**src/rtl/nibble_serial_alu_ctrl.sv**
```systemverilog
// Runs word-wide AND/OR/ADD/SUB through an external 4-bit ALU slice.
// The slice is used one nibble per clock, LSB first, with the carry registered between nibbles.
module nibble_serial_alu_ctrl #(
   parameter int NIBBLES = 4
) (
   input  logic                   clk,
   input  logic                   rst_n,
   input  logic                   start,
   input  logic [2:0]             op,
   input  logic [4*NIBBLES-1:0]   a,
   input  logic [4*NIBBLES-1:0]   b,
   input  logic                   cin,
   input  logic                   abort,
   output logic                   ready,
   output logic                   done,
   output logic                   err,
   output logic [4*NIBBLES-1:0]   result,
   output logic                   cout,
   output logic                   zero,
   output logic                   ovf,
   output logic [3:0]             alu_a,
   output logic [3:0]             alu_b,
   output logic                   alu_cin,
   output logic [2:0]             alu_control,
   input  logic [3:0]             alu_result,
   input  logic                   alu_cout
);
   localparam int W  = 4*NIBBLES;
   localparam int IW = $clog2(NIBBLES);
   localparam logic [2:0] OP_AND = 3'd0, OP_OR = 3'd1, OP_ADD = 3'd2, OP_SUB = 3'd6;

   typedef enum logic [1:0] {IDLE, RUN, DONE} state_t;
   state_t state_q, state_d;

   logic [W-1:0]  a_q, b_q, res_sh, res_full;
   logic [2:0]    op_q;
   logic          carry_q, err_q;
   logic [IW-1:0] idx_q;
   logic          legal, last, is_logic, accept, step;

   assign legal    = op inside {OP_AND, OP_OR, OP_ADD, OP_SUB};
   assign last     = (idx_q == IW'(NIBBLES-1));
   assign is_logic = ~op_q[1];
   assign accept   = (state_q == IDLE) && start && legal;
   assign step     = (state_q == RUN) && !abort;

   always_ff @(posedge clk or negedge rst_n) begin
      if (!rst_n) state_q <= IDLE;
      else        state_q <= state_d;
   end

   always_comb begin
      state_d = state_q;
      case (state_q)
         IDLE:    if (start && legal) state_d = RUN;
         RUN:     if (abort) state_d = IDLE;
                  else if (last) state_d = DONE;
         DONE:    state_d = IDLE;
         default: state_d = IDLE;
      endcase
   end

   always_comb begin
      ready       = (state_q == IDLE);
      done        = (state_q == DONE);
      err         = err_q;
      alu_control = op_q;
      alu_a       = 4'd0;
      alu_b       = 4'd0;
      alu_cin     = 1'b0;
      if (state_q == RUN) begin
         alu_a   = a_q[4*idx_q +: 4];
         alu_b   = b_q[4*idx_q +: 4];
         alu_cin = carry_q;
      end
   end

   // Word as it will look once the current nibble's slice output is folded in.
   always_comb begin
      res_full = res_sh;
      res_full[4*idx_q +: 4] = alu_result;
   end

   always_ff @(posedge clk or negedge rst_n) begin
      if (!rst_n) begin
         a_q <= '0; b_q <= '0; op_q <= 3'd0; carry_q <= 1'b0; idx_q <= '0;
         res_sh <= '0; result <= '0; cout <= 1'b0; zero <= 1'b0; ovf <= 1'b0;
         err_q <= 1'b0;
      end else begin
         err_q <= (state_q == IDLE) && start && !legal;
         if (accept) begin
            a_q     <= a;
            b_q     <= b;
            op_q    <= op;
            carry_q <= (op == OP_ADD) ? cin : (op == OP_SUB);
            idx_q   <= '0;
         end else if (step) begin
            res_sh  <= res_full;
            carry_q <= is_logic ? 1'b0 : alu_cout;
            idx_q   <= IW'(idx_q + 1'b1);
            if (last) begin
               result <= res_full;
               cout   <= is_logic ? 1'b0 : alu_cout;
               zero   <= (res_full == '0);
               case (op_q)
                  OP_ADD:  ovf <= (a_q[W-1] == b_q[W-1]) && (res_full[W-1] != a_q[W-1]);
                  OP_SUB:  ovf <= (a_q[W-1] != b_q[W-1]) && (res_full[W-1] != a_q[W-1]);
                  default: ovf <= 1'b0;
               endcase
            end
         end
      end
   end
endmodule

```
**config.mk**
```make
export PLATFORM = sky130hd
export DESIGN_NAME = nibble_serial_alu_ctrl
export DESIGN_NICKNAME = d
export VERILOG_FILES = /design/src/rtl/nibble_serial_alu_ctrl.sv
export SDC_FILE = /design/constraint.sdc
export NUM_CORES = 1
export LEC_CHECK = 0
export CORE_MARGIN = 4
export CORE_UTILIZATION = 45
export DETAILED_ROUTE_END_ITERATION = 12
export PLACE_DENSITY = 0.77
export SLEW_MARGIN = 10
export SYNTH_ARGS = -nofsm -noshare
export SYNTH_HDL_FRONTEND = slang
export SYNTH_SLANG_ARGS = --single-unit
```
**constraint.sdc**
```tcl
create_clock -name clk -period 2.7 [get_ports clk]
set_clock_uncertainty 0.1 [all_clocks]
set_input_delay 0.27 -clock clk [delete_from_list [all_inputs] [get_ports clk]]
set_output_delay 0.27 -clock clk [all_outputs]
set_load 0.01 [all_outputs]
```
======== Yosys cells after proc, flatten, opt, wreduce, memory -nomap -nowiden ========
Cells that the tools add are included.
operators by class
  add/subtract/negate cells ............... 2
  eq/ne operators ......................... 13
  shifts and indexed selects .............. 4
  mux-type cells .......................... 15
  bitwise operators ....................... 1
  reduce and logical (&&, ||, !) cells .... 17
operators by type and width
  cell                                                    number
  negation 4 -> 34 bit                                    1
  variable shift 4 x 34 -> 16 bit (first input constant)  1
  indexed part select 4 x 34 -> 16 bit                    1
  indexed part select 16 x 5 -> 4 bit                     2
  bitwise mux 16 bit                                      1
  logical NOT 16 bit                                      1
  two-way mux 2 bit                                       5
  two-way mux 4 bit                                       2
  logical AND 1 bit                                       7
  equality test 3 x 2 -> 1 bit (second input constant)    2
  equality test 3 bit (second input constant)             2
  two-way mux 1 bit                                       5
  equality test 2 bit (second input constant)             2
  one-hot mux 2 bit (2 select lines)                      1
  AND reduction 2 bit                                     2
  nonzero test 4 bit                                      1
  equality test 3 x 1 -> 1 bit (second input constant)    1
  logical NOT 3 bit                                       1
  inequality test 3 bit (second input constant)           1
  AND reduction 3 bit                                     1
  adder 2 x 1 -> 2 bit (second input constant)            1
  equality test 2 x 1 -> 1 bit (second input constant)    1
  logical NOT 1 bit                                       2
  logical NOT 2 bit                                       1
  other kinds (6)                                         7
word-level totals
  bits in registers ....................... 76
  output and inout port bits .............. 34

======== Logic depth before layout (Yosys ltp) ========
  word-level depth ........................ 6
  mapped depth ............................ 10
  gate-level depth less buffers ........... 6

======== Worst setup path before layout ========
Ideal clock, no wire load.
  path kind ............................... reg2reg
  from .................................... register idx_q[0]
  to ...................................... register zero
  arrival time ............................ 2.334 ns
  setup slack ............................. 0.200 ns
  stages on the path, launching flop included .. 10
  clock period less this slack ............ 2.500 ns
  path through ............................ dfrtp_1 buf_2 buf_2 inv_1 ha_1 and4bb_1 buf_6 a32o_1 a2111oi_2 a32o_2
between the ends
  longest elaborated chain between the ends .. 4
ends and longest elaborated chain
  what                                                                                     line  source
  start, declared                                                                          38    logic [IW-1:0] idx_q;
  start signal, assigned                                                                   100   idx_q <= IW'(idx_q + 1'b1);
  negation 4 -> 34 bit                                                                     81    res_full[4*idx_q +: 4] = alu_result;
  indexed part select 4 x 34 -> 16 bit or variable shift 4 x 34 -> 16 bit (tied branches)  81
  bitwise mux 16 bit                                                                       81
  logical NOT 16 bit                                                                       104   zero <= (res_full == '0);
  end signal, assigned                                                                     104
  end, declared                                                                            19    output logic zero,
Several ways; a longest one is shown, not always the timed one.
A chain may end at the register's enable or synchronous reset.

======== Worst setup path after layout ========
  from .................................... register idx_q[0]
  to ...................................... output port alu_a[3]
between the ends
  longest elaborated chain between the ends .. 2
ends and longest elaborated chain
  what                                 line  source
  indexed part select 16 x 5 -> 4 bit  72    alu_a = a_q[4*idx_q +: 4];
  two-way mux 4 bit                    71    if (state_q == RUN) begin
  end, declared                        21    output logic [3:0] alu_a,
No other way between the ends.

==> results.py <==
metrics = {
    "power_and_ir_drop": {
        "seqPwrFrac_pct": 37.7,
        "p_sw_mw": 1.23,
        "switching_share_pct": 29.5,
        "power.total_mw": 4.18,
        "power.internal_mw": 2.95,
        "pwr-share-clk_pct": 26.7,
        "vdd_drop_max_v": 0.000420,
        "cellPowerDensity_mw_per_mm2": 867,
        "leakage_nw": 2.00,
        "p_comb_share_pct": 35.6,
    },
    "timing": {
        "maxClockFrequency_ghz": 0.389,
        "slew_violations": 0,
        "worstMarginPinSlew_ns": 0.932,
        "fin_ws_ns": 0.128,
        "setup_viol": 0,
        "finalHoldViolCount": 0,
        "whs_ns": 0.380,
        "relSlewSlack_pct": 37.8,
        "rsz0062_at_grt": "no",
        "fin_crit_ns": 2.57,
        "tns_ns": 0,
        "post-route-period-util_pct": 95.2,
    },
    "setup_path": {
        "cp.required_ns": 2.33,
        "end_kind": "output port",
        "path_buf_inv": 2,
        "critical-path-slowest-cell": "mux4_2",
        "worstPathCellList": "buf_4, mux4_2, nor2b_1, clkdlybuf4s50_1",
        "timing.critical_path.arrival_ns": 2.20,
        "cp_top_family": "buffers and inverters",
        "startpoint_type": "register",
        "worst_path_largest_cell_delay_ns": 0.50,
        "path_class": "reg -> out",
        "critPathMaxFanout": 7,
    },
    "global_route": {
        "antenna_found_initial": 0,
        "grt_pass1_vias": 2698,
        "grt_remaining_overflow": 0,
        "grt_pass1_wl_um": 13100,
        "grt_max_degree": 77,
        "grtUsageTotal_pct": 16.9,
    },
    "logic_synthesis": {
        "synth_top_family_by_area": "multiplexers",
        "seq_area_frac_synth_pct": 52.4,
        "synth_cell_types": 47,
        "syn_area_per_cell_um2": 11.7,
        "synthesis.instances": 310,
        "async_flop_share_pct": 100,
        "synth_area_leaders": "dfrtp_1 (52%), mux2_2 (9.9%), mux4_2 (5.0%)",
        "synth.cell_area_mm2": 0.00363,
        "synth_edf_count": 0,
        "muxShareOfSynthArea_pct": 16.4,
        "synth_compound_area_share_pct": 12.9,
        "synthXorXnorAreaFrac_pct": 0.241,
        "yosysWarningCount": 0,
        "synth_top_area_share_pct": 52.4,
        "yosys.area_share.simple_pct": 12.6,
        "synth_top_cell_by_area": "dfrtp_1",
        "synthAdderAreaFrac_pct": 2.07,
        "syn_nets": 361,
        "synth.ff_latch_count": 76,
        "synth-main-ff-cell": "dfrtp_1",
    },
    "layout": {
        "final_cells": 495,
        "n_antenna_cell": 0,
        "drive_above_1_share_pct": 19.3,
        "layout.nets": 439,
        "syn2layout_area_growth_pct": 32.8,
        "final_cell_mix": "clkdlybuf4s50_1 (77), dfrtp_1 (76), nand2_1 (33)",
        "final_common_cell": "clkdlybuf4s50_1",
        "final_core_util_pct": 61.8,
        "design_area_mm2": 0.00482,
    },
    "clocking": {
        "cts_buffers": 9,
        "cts_htree_levels": 3,
        "clk_transition_reported_paths_ns": 0.07,
        "cts_setup_buffers": 0,
        "holdBufCountCts": 1,
        "cts.sink_count": 76,
        "cts_resized": 0,
        "cts-root-buf": "clkbuf_8",
        "cts_max_path_buffers": 2,
        "insertion_delay_ns": 0.34,
        "cts_tree": "built",
    },
    "die": {
        "die_h_um": 97.8,
        "num_io_pins": 79,
        "fp.dieArea_mm2": 0.00957,
        "die_w_um": 97.8,
        "core_mm2": 0.00781,
        "initial_core_util_pct": 46.5,
        "rows": 32,
    },
    "route": {
        "dr_total_vias": 2669,
        "ant_nets": 0,
        "dr.pass1.iters": 6,
        "wirelength_um": 7730,
        "routed_via_density": 5.39,
        "drt_iter0_drc": 107,
        "drc": 0,
        "avgRoutedWirePerCell_um": 15.6,
    },
    "placement": {
        "port_buffers": 78,
        "dp_slack_ns": 0.326,
        "dpl_cell_area_mm2": 0.00454,
        "place.detailed.instances": 478,
        "place_hpwl_um": 5610,
        "gp_congestion": 0.825,
    },
    "worst_hold_path": {
        "min_path_type": "reg -> reg",
    },
    "run": {
        "max_cap_violations": 0,
    },
    "outcome": {
        "status": "finished clean",
    },
}
tightest hold or removal path: stages, from the launching register on:
cell and delay (ns):
dfrtp_1 0.34, nand2_1 0.05, o21ai_0 0.06
logic make-up (layout without fill, tap and decap cells):
family                   Yosys count  count (layout)
flip-flops                        76              76
AO/OA/AOI/OAI                     66              66
adder cells (fa/ha/maj)            6               6
multiplexers                      45              45
AND/OR/NAND/NOR                   87              87
XOR/XNOR                           1               1
buffers and inverters             29             112
registers in the layout (all words and copies together) (netlist names):
| register | count |
|---|---|
| res_sh | 16 |
| err | 1 |
| zero | 1 |
| cout | 1 |
| result | 16 |
| a_q | 16 |
| b_q | 16 |
| carry_q | 1 |
| alu_control | 3 |
| state_q | 2 |
| ovf | 1 |
| idx_q | 2 |
metal layers:
metal	routed length (µm)	track usage [%]	vias to the layer above
met4	110	6.07	0
met1	3380	22.3	1299
met2	3720	26.8	87
li1	-	-	1274
met3	523	4.43	9
met5	0	0	-
power by group through the flow:
stage / combinational [mW] / sequential (mW) / clock (mW)
after floorplan: 0.984 / 1.57 / 0
after global placement: 1.46 / 1.59 / 0
after detailed placement: 1.49 / 1.61 / 0
after CTS: 1.50 / 1.58 / 1.15
after global routing: 1.63 / 1.62 / 1.19
final: 1.49 / 1.58 / 1.12
cell type report:
class	count	area (µm²)
Clock buffer	13	179
Clock inverter	3	90.1
Fill cell	629	2990
Inverter	8	30.0
Multi-Input combinational cell	205	1610
Sequential cell	76	1900
Tap cell	102	128
Timing Repair Buffer	88	881
cell usage after synthesis, types with 3 or more instances:
cell type,instances
a31oi_1,5
mux2_1,3
o21ai_0,24
inv_1,8
nand2_1,33
mux2_2,32
dfrtp_1,76
nor2b_1,20
nand2b_1,3
buf_2,6
nor2_1,13
a21oi_1,7
nand3_1,4
a32o_1,11
a22oi_1,3
ha_1,6
clkbuf_1,13
mux4_2,8
path summary, 6_finish.rpt:
path	from	to	slack, ns	cells past startpoint
max in group asynchronous	rst_n	b_q[15]	1.39	2
min in group asynchronous	rst_n	result[5]	0.51	2
setup reg to reg	idx_q[0]	zero	0.37	6
hold reg to reg	result[13]	result[13]	0.38	2
setup / recovery	idx_q[0]	alu_a[3]	0.13	4
hold / removal	result[13]	result[13]	0.38	2
No activity file was read; power rests on OpenSTA's default activity.
